## src/rtl/delay_pipeline_pkg.sv

```systemverilog
// Shared helpers for the delay_pipeline block: sizing of the occupancy counter.
package delay_pipeline_pkg;

   // Occupancy counter width: enough bits to hold 0..cycles, never narrower than 1.
   function automatic int count_width(input int cycles);
      if (cycles < 1) return 1;
      return $clog2(cycles + 1);
   endfunction

endpackage

```

## src/rtl/delay_pipeline_delay_stage.sv

```systemverilog
// One register stage of the delay line: data word plus its valid bit.
module delay_stage #(
   parameter int               WIDTH       = 8,
   parameter logic [WIDTH-1:0] RESET_VALUE = '0
) (
   input  logic             clk,
   input  logic             rst,
   input  logic             en,
   input  logic             flush,
   input  logic             valid_in,
   input  logic [WIDTH-1:0] in,
   output logic             valid_out,
   output logic [WIDTH-1:0] out
);

   // Data keeps moving through a flush so its content stays deterministic.
   always_ff @(posedge clk or posedge rst) begin
      if (rst)
         out <= RESET_VALUE;
      else if (en)
         out <= in;
   end

   always_ff @(posedge clk or posedge rst) begin
      if (rst)
         valid_out <= 1'b0;
      else if (flush)
         valid_out <= 1'b0;
      else if (en)
         valid_out <= valid_in;
   end

endmodule

```

## src/rtl/delay_pipeline.sv

```systemverilog
// CYCLES-deep delay line with per-stage valid, stall, flush and occupancy count.
module delay_pipeline
   import delay_pipeline_pkg::*;
#(
   parameter int               WIDTH       = 8,
   parameter int               CYCLES      = 4,
   parameter logic [WIDTH-1:0] RESET_VALUE = '0
) (
   input  logic                            clk,
   input  logic                            rst,
   input  logic                            en,
   input  logic                            flush,
   input  logic                            valid_in,
   input  logic [WIDTH-1:0]                in,
   output logic                            valid_out,
   output logic [WIDTH-1:0]                out,
   output logic [count_width(CYCLES)-1:0]  count
);

   localparam int CW = count_width(CYCLES);

   if (CYCLES == 0) begin : g_bypass
      // Zero latency: wire straight through; the control inputs are intentionally ignored.
      logic unused_ctrl;
      assign unused_ctrl = ^{clk, rst, en, flush};
      assign out         = in;
      assign valid_out   = valid_in;
      assign count       = '0;
   end else begin : g_pipe
      // Index 0 is the pipeline input, index CYCLES the last register stage.
      logic [WIDTH-1:0] data_p [CYCLES+1];
      logic             vld_p  [CYCLES+1];
      logic [CW-1:0]    count_q;
      logic [CW-1:0]    count_next;

      assign data_p[0] = in;
      assign vld_p[0]  = valid_in;

      for (genvar i = 0; i < CYCLES; i++) begin : g_stage
         delay_stage #(
            .WIDTH       (WIDTH),
            .RESET_VALUE (RESET_VALUE)
         ) u_stage (
            .clk       (clk),
            .rst       (rst),
            .en        (en),
            .flush     (flush),
            .valid_in  (vld_p[i]),
            .in        (data_p[i]),
            .valid_out (vld_p[i+1]),
            .out       (data_p[i+1])
         );
      end

      // One sample enters and one may leave per enabled edge; the modular sum stays in range.
      always_comb begin
         count_next = count_q + CW'(valid_in) - CW'(vld_p[CYCLES]);
      end

      always_ff @(posedge clk or posedge rst) begin
         if (rst)
            count_q <= '0;
         else if (flush)
            count_q <= '0;
         else if (en)
            count_q <= count_next;
      end

      assign out       = data_p[CYCLES];
      assign valid_out = vld_p[CYCLES];
      assign count     = count_q;
   end

endmodule

```

## config.mk

```make
export PLATFORM = sky130hd
export DESIGN_NAME = delay_pipeline
export DESIGN_NICKNAME = d
export VERILOG_FILES = /design/src/rtl/delay_pipeline_pkg.sv /design/src/rtl/delay_pipeline_delay_stage.sv /design/src/rtl/delay_pipeline.sv
export SDC_FILE = /design/constraint.sdc
export NUM_CORES = 1
export LEC_CHECK = 0
export BUFFER_PORTS_ARGS = -buffer_cell sky130_fd_sc_hd__buf_2
export CORE_UTILIZATION = 45
export DETAILED_ROUTE_END_ITERATION = 10
export HOLD_SLACK_MARGIN = 0.15
export PLACE_DENSITY = 0.65
export SLEW_MARGIN = 25
export SYNTH_ARGS = -nofsm -noshare
export SYNTH_HDL_FRONTEND = slang
export SYNTH_SLANG_ARGS = --single-unit
```

## constraint.sdc

```tcl
create_clock -name clk -period 5.28 [get_ports clk]
set_input_delay 0.528 -clock clk [delete_from_list [all_inputs] [get_ports clk]]
set_output_delay 0.528 -clock clk [all_outputs]
set_load 0.03 [all_outputs]
```

==> impl_metrics.json, run 1 <==
{
  "routed_wl_um": 2310,
  "final_util_pct": 51.2,
  "synthFlopType": "dfrtp_1",
  "cp.required_ns": 5.46,
  "powerDensity_mw_per_mm2": 372,
  "grt_max_degree": 42,
  "ys_seq_area_share_pct": 54.8,
  "grt_use_total_pct": 13.2,
  "drtIter0Drc": 40,
  "syn_inst": 109,
  "cap_violations": 0,
  "htree_levels": 2,
  "drc": 0,
  "critPathBufInv": 2,
  "routabilityCongestion": 0.669,
  "grt_pass1_wl_um": 4070,
  "leakage_nw": 0.975,
  "critPathMaxStageDelay_ns": 0.40,
  "hold_buffers": 0,
  "dp_hpwl_um": 1450,
  "fin_setup_tns_ns": 0,
  "ys_types": 18,
  "io_pins": 25,
  "skew_ns": 0.00317,
  "core-area_sq_mm": 0.00372,
  "status": "finished clean",
  "root_buffer": "clkbuf_8",
  "fin_ws_ns": 3.41,
  "ir_worst_vdd_mv": 0.144,
  "syn_avg_cell_area_sq_um": 16.3,
  "drive_gt1_share_pct": 49.2,
  "min_period_ns": 1.87,
  "synth_edf_count": 0,
  "route.antenna.remaining_nets": 0,
  "cp-start-kind": "flip-flop",
  "rsz0062_at_grt": "no",
  "die_area_sq_mm": 0.00422,
  "fin_crit_sh_pct": 35.4,
  "n_fill_cell": 325,
  "crit_chain": "ha_1, inv_1, ha_1, inv_1, fa_1, xor2_1, a21oi_1, a31o_1",
  "clkLatencyLatePin_ns": 0.28,
  "nets": 143,
  "vias": 831,
  "netlist_area_sq_mm": 0.00178,
  "syn-num-nets": 125,
  "ys_ff_latch": 39,
  "ys_top_cells_by_area": "dfrtp_1, mux2_4, buf_12, buf_4, mux2i_1",
  "cts_resized": 0,
  "place.port_buffers": 24,
  "clk_pin_slew_ns": 0.07,
  "yosysTopAreaCell": "dfrtp_1",
  "antenna_found_initial": 0,
  "arrival_ns": 2.05,
  "wl_per_cell_um": 13.1,
  "drv_slew": 0,
  "cts_made_buffers": 5,
  "areaGrowthSynthToFinish_pct": 6.74,
  "start_util_pct": 47.9,
  "worstSetupEndpointType": "flip-flop",
  "core.rowCount": 22,
  "die_h_um": 64.9,
  "clockBufferDepth": 2,
  "worst-setup-path-type": "reg -> reg",
  "max_slew.worst_pin.slew_ns": 0.677,
  "num_antenna_cells": 0,
  "fmax_mhz": 535,
  "path_delay_family": "adder cells",
  "cp_slowest_cell": "dfrtp_1",
  "place_ws_ns": 3.41,
  "hold_path.class": "in -> async",
  "reg2reg_to": "count[2]$_DFFE_PP0P_",
  "final_cell_count_no_fill": 176,
  "vias_per_cell": 4.72,
  "cts_setup_buffers": 0,
  "rr_worst_depth": 8,
  "relSlewSlack_pct": 54.8,
  "setup_viol": 0,
  "cts_tree": "built",
  "grt-ovfl-total": 0,
  "critPathMaxFanout": 3,
  "async_reset_ff_share_pct": 100,
  "dr.pass1.iters": 2,
  "reg2reg_from": "g_pipe.g_stage[3].u_stage.valid_out$_DFFE_PP0P_",
  "dp_cells": 168,
  "grt_pass1_vias": 896,
  "ys_warn_count": 0,
  "hold_viol": 0,
  "yosys.area.top_type_share_pct": 54.8,
  "die_w_um": 64.9,
  "cts_num_sinks": 39,
  "regToRegSetupSlack_ns": 3.41
}
## worst max-delay path by stage
stage                                                          from                                           end  depth (start not counted)
detailed placement  g_pipe.g_stage[3].u_stage.valid_out$_DFFE_PP0P_                          count[2]$_DFFE_PP0P_                          8
CTS                 g_pipe.g_stage[3].u_stage.valid_out$_DFFE_PP0P_                          count[2]$_DFFE_PP0P_                          8
floorplan                                      count[0]$_DFFE_PP0P_                          count[2]$_DFFE_PP0P_                          9
global route        g_pipe.g_stage[3].u_stage.valid_out$_DFFE_PP0P_                          count[2]$_DFFE_PP0P_                          8
finish              g_pipe.g_stage[3].u_stage.valid_out$_DFFE_PP0P_                          count[2]$_DFFE_PP0P_                          8
global placement                                                 en  g_pipe.g_stage[2].u_stage.out[0]$_DFFE_PP0P_                          2
## area by class of cell
class	count	area, sq um	area share, %
clock buffers	7	76.3	4.01
clock inverters	1	5.00	0.263
inverters	4	15.0	0.789
multi-input cells	52	639	33.6
flip-flops and latches	39	976	51.3
well taps	48	60.1	3.16
repair buffers	25	130	6.84
## synth_stat cells, types with 2 or more instances
library cell,instances
buf_12,3
ha_1,2
dfrtp_1,39
buf_4,8
nor2_1,7
mux2i_1,5
mux2_4,31
inv_1,4
## cell usage in the layout (no fill, tap or decap), drive strengths merged
| master | n |
|---|---|
| xor2 | 1 |
| a21oi | 1 |
| clkinv | 1 |
| dfrtp | 39 |
| mux2i | 5 |
| mux2 | 32 |
| fa | 1 |
| nor2 | 7 |
| a211oi | 1 |
| a31o | 1 |
| inv | 4 |
| ha | 2 |
| buf | 25 |
| clkbuf | 7 |
| nand2b | 1 |
## metal layers
| metal | wire [um] | vias up | global-route usage [%] |
|---|---|---|---|
| met5 | 0 | - | 0 |
| met4 | 11 | 0 | 5.83 |
| met3 | 127 | 2 | 6.87 |
| met2 | 1040 | 18 | 19.3 |
| met1 | 1130 | 416 | 16.2 |
| li1 | - | 395 | - |
## worst min-delay path, stage by stage
cell,delay [ns]
buf_2,0.09
inv_1,0.04
buf_4,0.40
## power by group
group | switching [mW] | total (mW) | internal (mW)
Clock | 0.0962 | 0.189 | 0.0926
Combinational | 0.0711 | 0.150 | 0.0789
Sequential | 0.0255 | 0.370 | 0.344
Total | 0.193 | 0.708 | 0.516
## metrics by stage
stage / hold WS (ns) / cell area [sq um] / power (mW)
2_1_floorplan: 0.458 / 1780 / 0.518
3_3_place_gp: 0.471 / 1820 / 0.523
3_5_place_dp: 0.489 / 1820 / 0.527
4_1_cts: 0.351 / 1900 / 0.721
5_1_grt: 0.387 / 1900 / 0.751
6_report: 0.340 / 1900 / 0.708
## state kept, by name, summed over array words and instances, names as in the netlist
name and flops:
count 3, g_pipe.g_stage.u_stage.valid_out 4, g_pipe.g_stage.u_stage.out 32
## logic make-up (layout without fill, tap and decap cells)
kind of cell,after synthesis,in the layout,synth area share [%]
buffers and inverters,18,37,9.34
and+or+nand+nor,8,8,1.83
adders and majority gates,3,3,2.53
xor gates and xnor gates,1,1,0.492
muxes,37,37,29.6
AOI/OAI and AO/OA,3,3,1.47
DFF,39,39,54.8
(Power assumes the default switching activity.)
==> run 2, diff against run 1 <==
- ABC_AREA: unset -> 1
- PLACE_DENSITY: 0.65 -> 0.68
- clock period: 5.28 -> 1.71 ns (I/O delays scaled with it)
==> run 2 against run 1 <==
  * Clock power grew to 2.6 times the previous value
  * Combinational power grew 99%
  * Setup slack worse by 3.4 ns
  * Synthesized area down 10%
  * Critical path type unchanged
  * Largest power group unchanged
  * Highest routed layer unchanged
==> impl_metrics.json, run 2 <==
{
  "status": "finished clean",
  "yosys-top-cells-count": "nand2_1, dfrtp_1, inv_1",
  "syn_inst": 176,
  "critPathMaxStageDelay_ns": 0.53,
  "synth_top_family_by_area": "simple AND/OR/NAND/NOR gates",
  "synth_xor_xnor_area_share_pct": 0,
  "arrival_ns": 1.91,
  "ys_ff_latch": 39,
  "grt_pass1_wl_um": 4680,
  "syn-num-nets": 192,
  "ys_seq_area_share_pct": 61.0,
  "worst-setup-path-type": "reg -> reg",
  "mostFrequentLayoutCells": "nand2_1, dfrtp_1, buf_2",
  "cts_num_sinks": 39,
  "antenna_found_initial": 0,
  "top_register": "g_pipe.g_stage.u_stage.out",
  "yosys.area.top_type_share_pct": 61.0,
  "drc": 0,
  "cp_common_cell": "inv_2",
  "drv_slew": 0,
  "die_area_sq_mm": 0.00380,
  "fmax_mhz": 601,
  "cts_made_buffers": 5,
  "drive_gt1_share_pct": 22.7,
  "fin_ws_ns": 0.0471,
  "cp.required_ns": 1.95,
  "core-area_sq_mm": 0.00336,
  "dp_cells": 235,
  "ys_warn_count": 0,
  "layout_commonest_cell": "nand2_1",
  "hold_ws_ns": 0.210,
  "leakage_nw": 1.02,
  "powerDensity_mw_per_mm2": 952,
  "async_reset_ff_share_pct": 100,
  "max_slew.worst_pin.slew_ns": 0.486,
  "final_cell_count_no_fill": 257,
  "cts_tree": "built",
  "num_antenna_cells": 0,
  "cp-start-kind": "flip-flop",
  "dp_hpwl_um": 1730,
  "crit_chain": "inv_2, ha_4, inv_1, ha_2, inv_2, fa_2, o22ai_1",
  "areaGrowthSynthToFinish_pct": 20.7,
  "fin_setup_tns_ns": 0,
  "place_ws_ns": 0.0347,
  "skew_ns": 0.0182,
  "drtIter0Drc": 60,
  "worstSetupEndpointType": "flip-flop",
  "relSlewSlack_pct": 67.6,
  "ys_types": 13,
  "netlist_area_sq_mm": 0.00160,
  "die_w_um": 61.6,
  "dr.pass1.iters": 4,
  "grt_max_degree": 40,
  "routabilityCongestion": 0.761,
  "synthFlopType": "dfrtp_1",
  "grt-ovfl-total": 0,
  "post_dp_cell_area_sq_mm": 0.00171,
  "htree_levels": 2,
  "cap_violations": 0,
  "route.antenna.remaining_nets": 0,
  "yosysMostFrequentCell": "nand2_1",
  "core.rowCount": 21,
  "critPathMaxFanout": 2,
  "vias": 1226,
  "synth_edf_count": 0,
  "clockBufferDepth": 2,
  "root_buffer": "clkbuf_4",
  "nets": 226,
  "setup_viol": 0,
  "syn_avg_cell_area_sq_um": 9.09,
  "clkLatencyLatePin_ns": 0.34,
  "grt_use_total_pct": 17.6,
  "wl_per_cell_um": 10.7,
  "ys_top_cells_by_area": "dfrtp_1, nand2_1, inv_1, o21ai_0, buf_4",
  "cp_slowest_cell": "fa_2",
  "routed_wl_um": 2740,
  "synthSimpleGateAreaFrac_pct": 17.4,
  "final_area_sq_mm": 0.00193,
  "n_fill_cell": 330,
  "ir_worst_vdd_mv": 0.536,
  "synthAdderAreaFrac_pct": 2.81,
  "start_util_pct": 47.6,
  "fin_crit_sh_pct": 97.2,
  "vias_per_cell": 4.77,
  "die_h_um": 61.6,
  "yosysTopAreaCell": "dfrtp_1",
  "synthMuxAreaShare_pct": 0,
  "grt_pass1_vias": 1127,
  "largest_reg_flops": 32,
  "place.port_buffers": 24,
  "min_period_ns": 1.66,
  "hold_viol": 0,
  "io_pins": 25,
  "synth_compound_area_share_pct": 7.74,
  "clk_pin_slew_ns": 0.12,
  "hold_path.class": "in -> reg"
}
[run 2: layer usage]
metal / up-vias / track usage (%) / share of wire (%)
met5: - / 0 / 0
met4: 0 / 9.52 / 1.8
met3: 5 / 7.35 / 5.0
met2: 28 / 27.3 / 45
met1: 592 / 20.7 / 48
li1: 601 / - / -
[run 2: what timing repair did]
item                                    4_1_cts  5_1_grt
buffers inserted                              0        2
endpoints found under the setup margin        0        1
hold endpoints to repair                     54        0
gates resized for setup                       0        8
hold buffers                                 12        0
[run 2: logic make-up (layout without fill, tap and decap cells)]
logic type,count (synthesis),after routing
flops,39,39
simple gates,73,73
compound gates,24,24
buf+inv,37,72
fa+ha+maj,3,3
[run 2: final timing paths]
path	start	end	slack, ns	depth (start not counted)
worst min-delay path	en	g_pipe.g_stage[0].u_stage.out[7]$_DFFE_PP0P_	0.21	4
worst max register to register	count[0]$_DFFE_PP0P_	count[1]$_DFFE_PP0P_	0.05	7
worst max-delay path	count[0]$_DFFE_PP0P_	count[1]$_DFFE_PP0P_	0.05	7
min in group asynchronous	rst	count[2]$_DFFE_PP0P_	0.47	4
worst min register to register	g_pipe.g_stage[3].u_stage.out[5]$_DFFE_PP0P_	g_pipe.g_stage[3].u_stage.out[5]$_DFFE_PP0P_	0.47	2
max in group asynchronous	rst	g_pipe.g_stage[1].u_stage.out[0]$_DFFE_PP0P_	0.88	4
[run 2: worst max-delay path, delay by kind of cell (launching register included)]
kind	cells	cell delay [ns]
DFF	1	0.44
buffers and inverters	3	0.17
adders and majority gates	3	0.88
AOI/OAI and AO/OA	1	0.07
[run 2: final cells by class]
cell class	instances	area, sq um	area share [%]
clock buffer	7	55.1	2.85
inverter	23	86.3	4.47
timing repair buffer	41	278	14.4
multi-input combinational	100	473	24.5
clock inverter	1	5.00	0.259
sequential	39	977	50.6
tap	46	57.6	2.98
[run 2: stage by stage]
stage                     total power [mW]  util (%)
after global routing                  1.94      57.4
after CTS                             1.85      56.3
final                                 1.84      57.4
after global placement                1.33      50.9
after detailed placement              1.35      50.9
after floorplan                       1.30         -
[run 2: power by group]
group / internal [mW] / total, mW / switching [mW]
combinational: 0.107 / 0.298 / 0.191
clock: 0.199 / 0.482 / 0.283
sequential: 1.02 / 1.06 / 0.0429
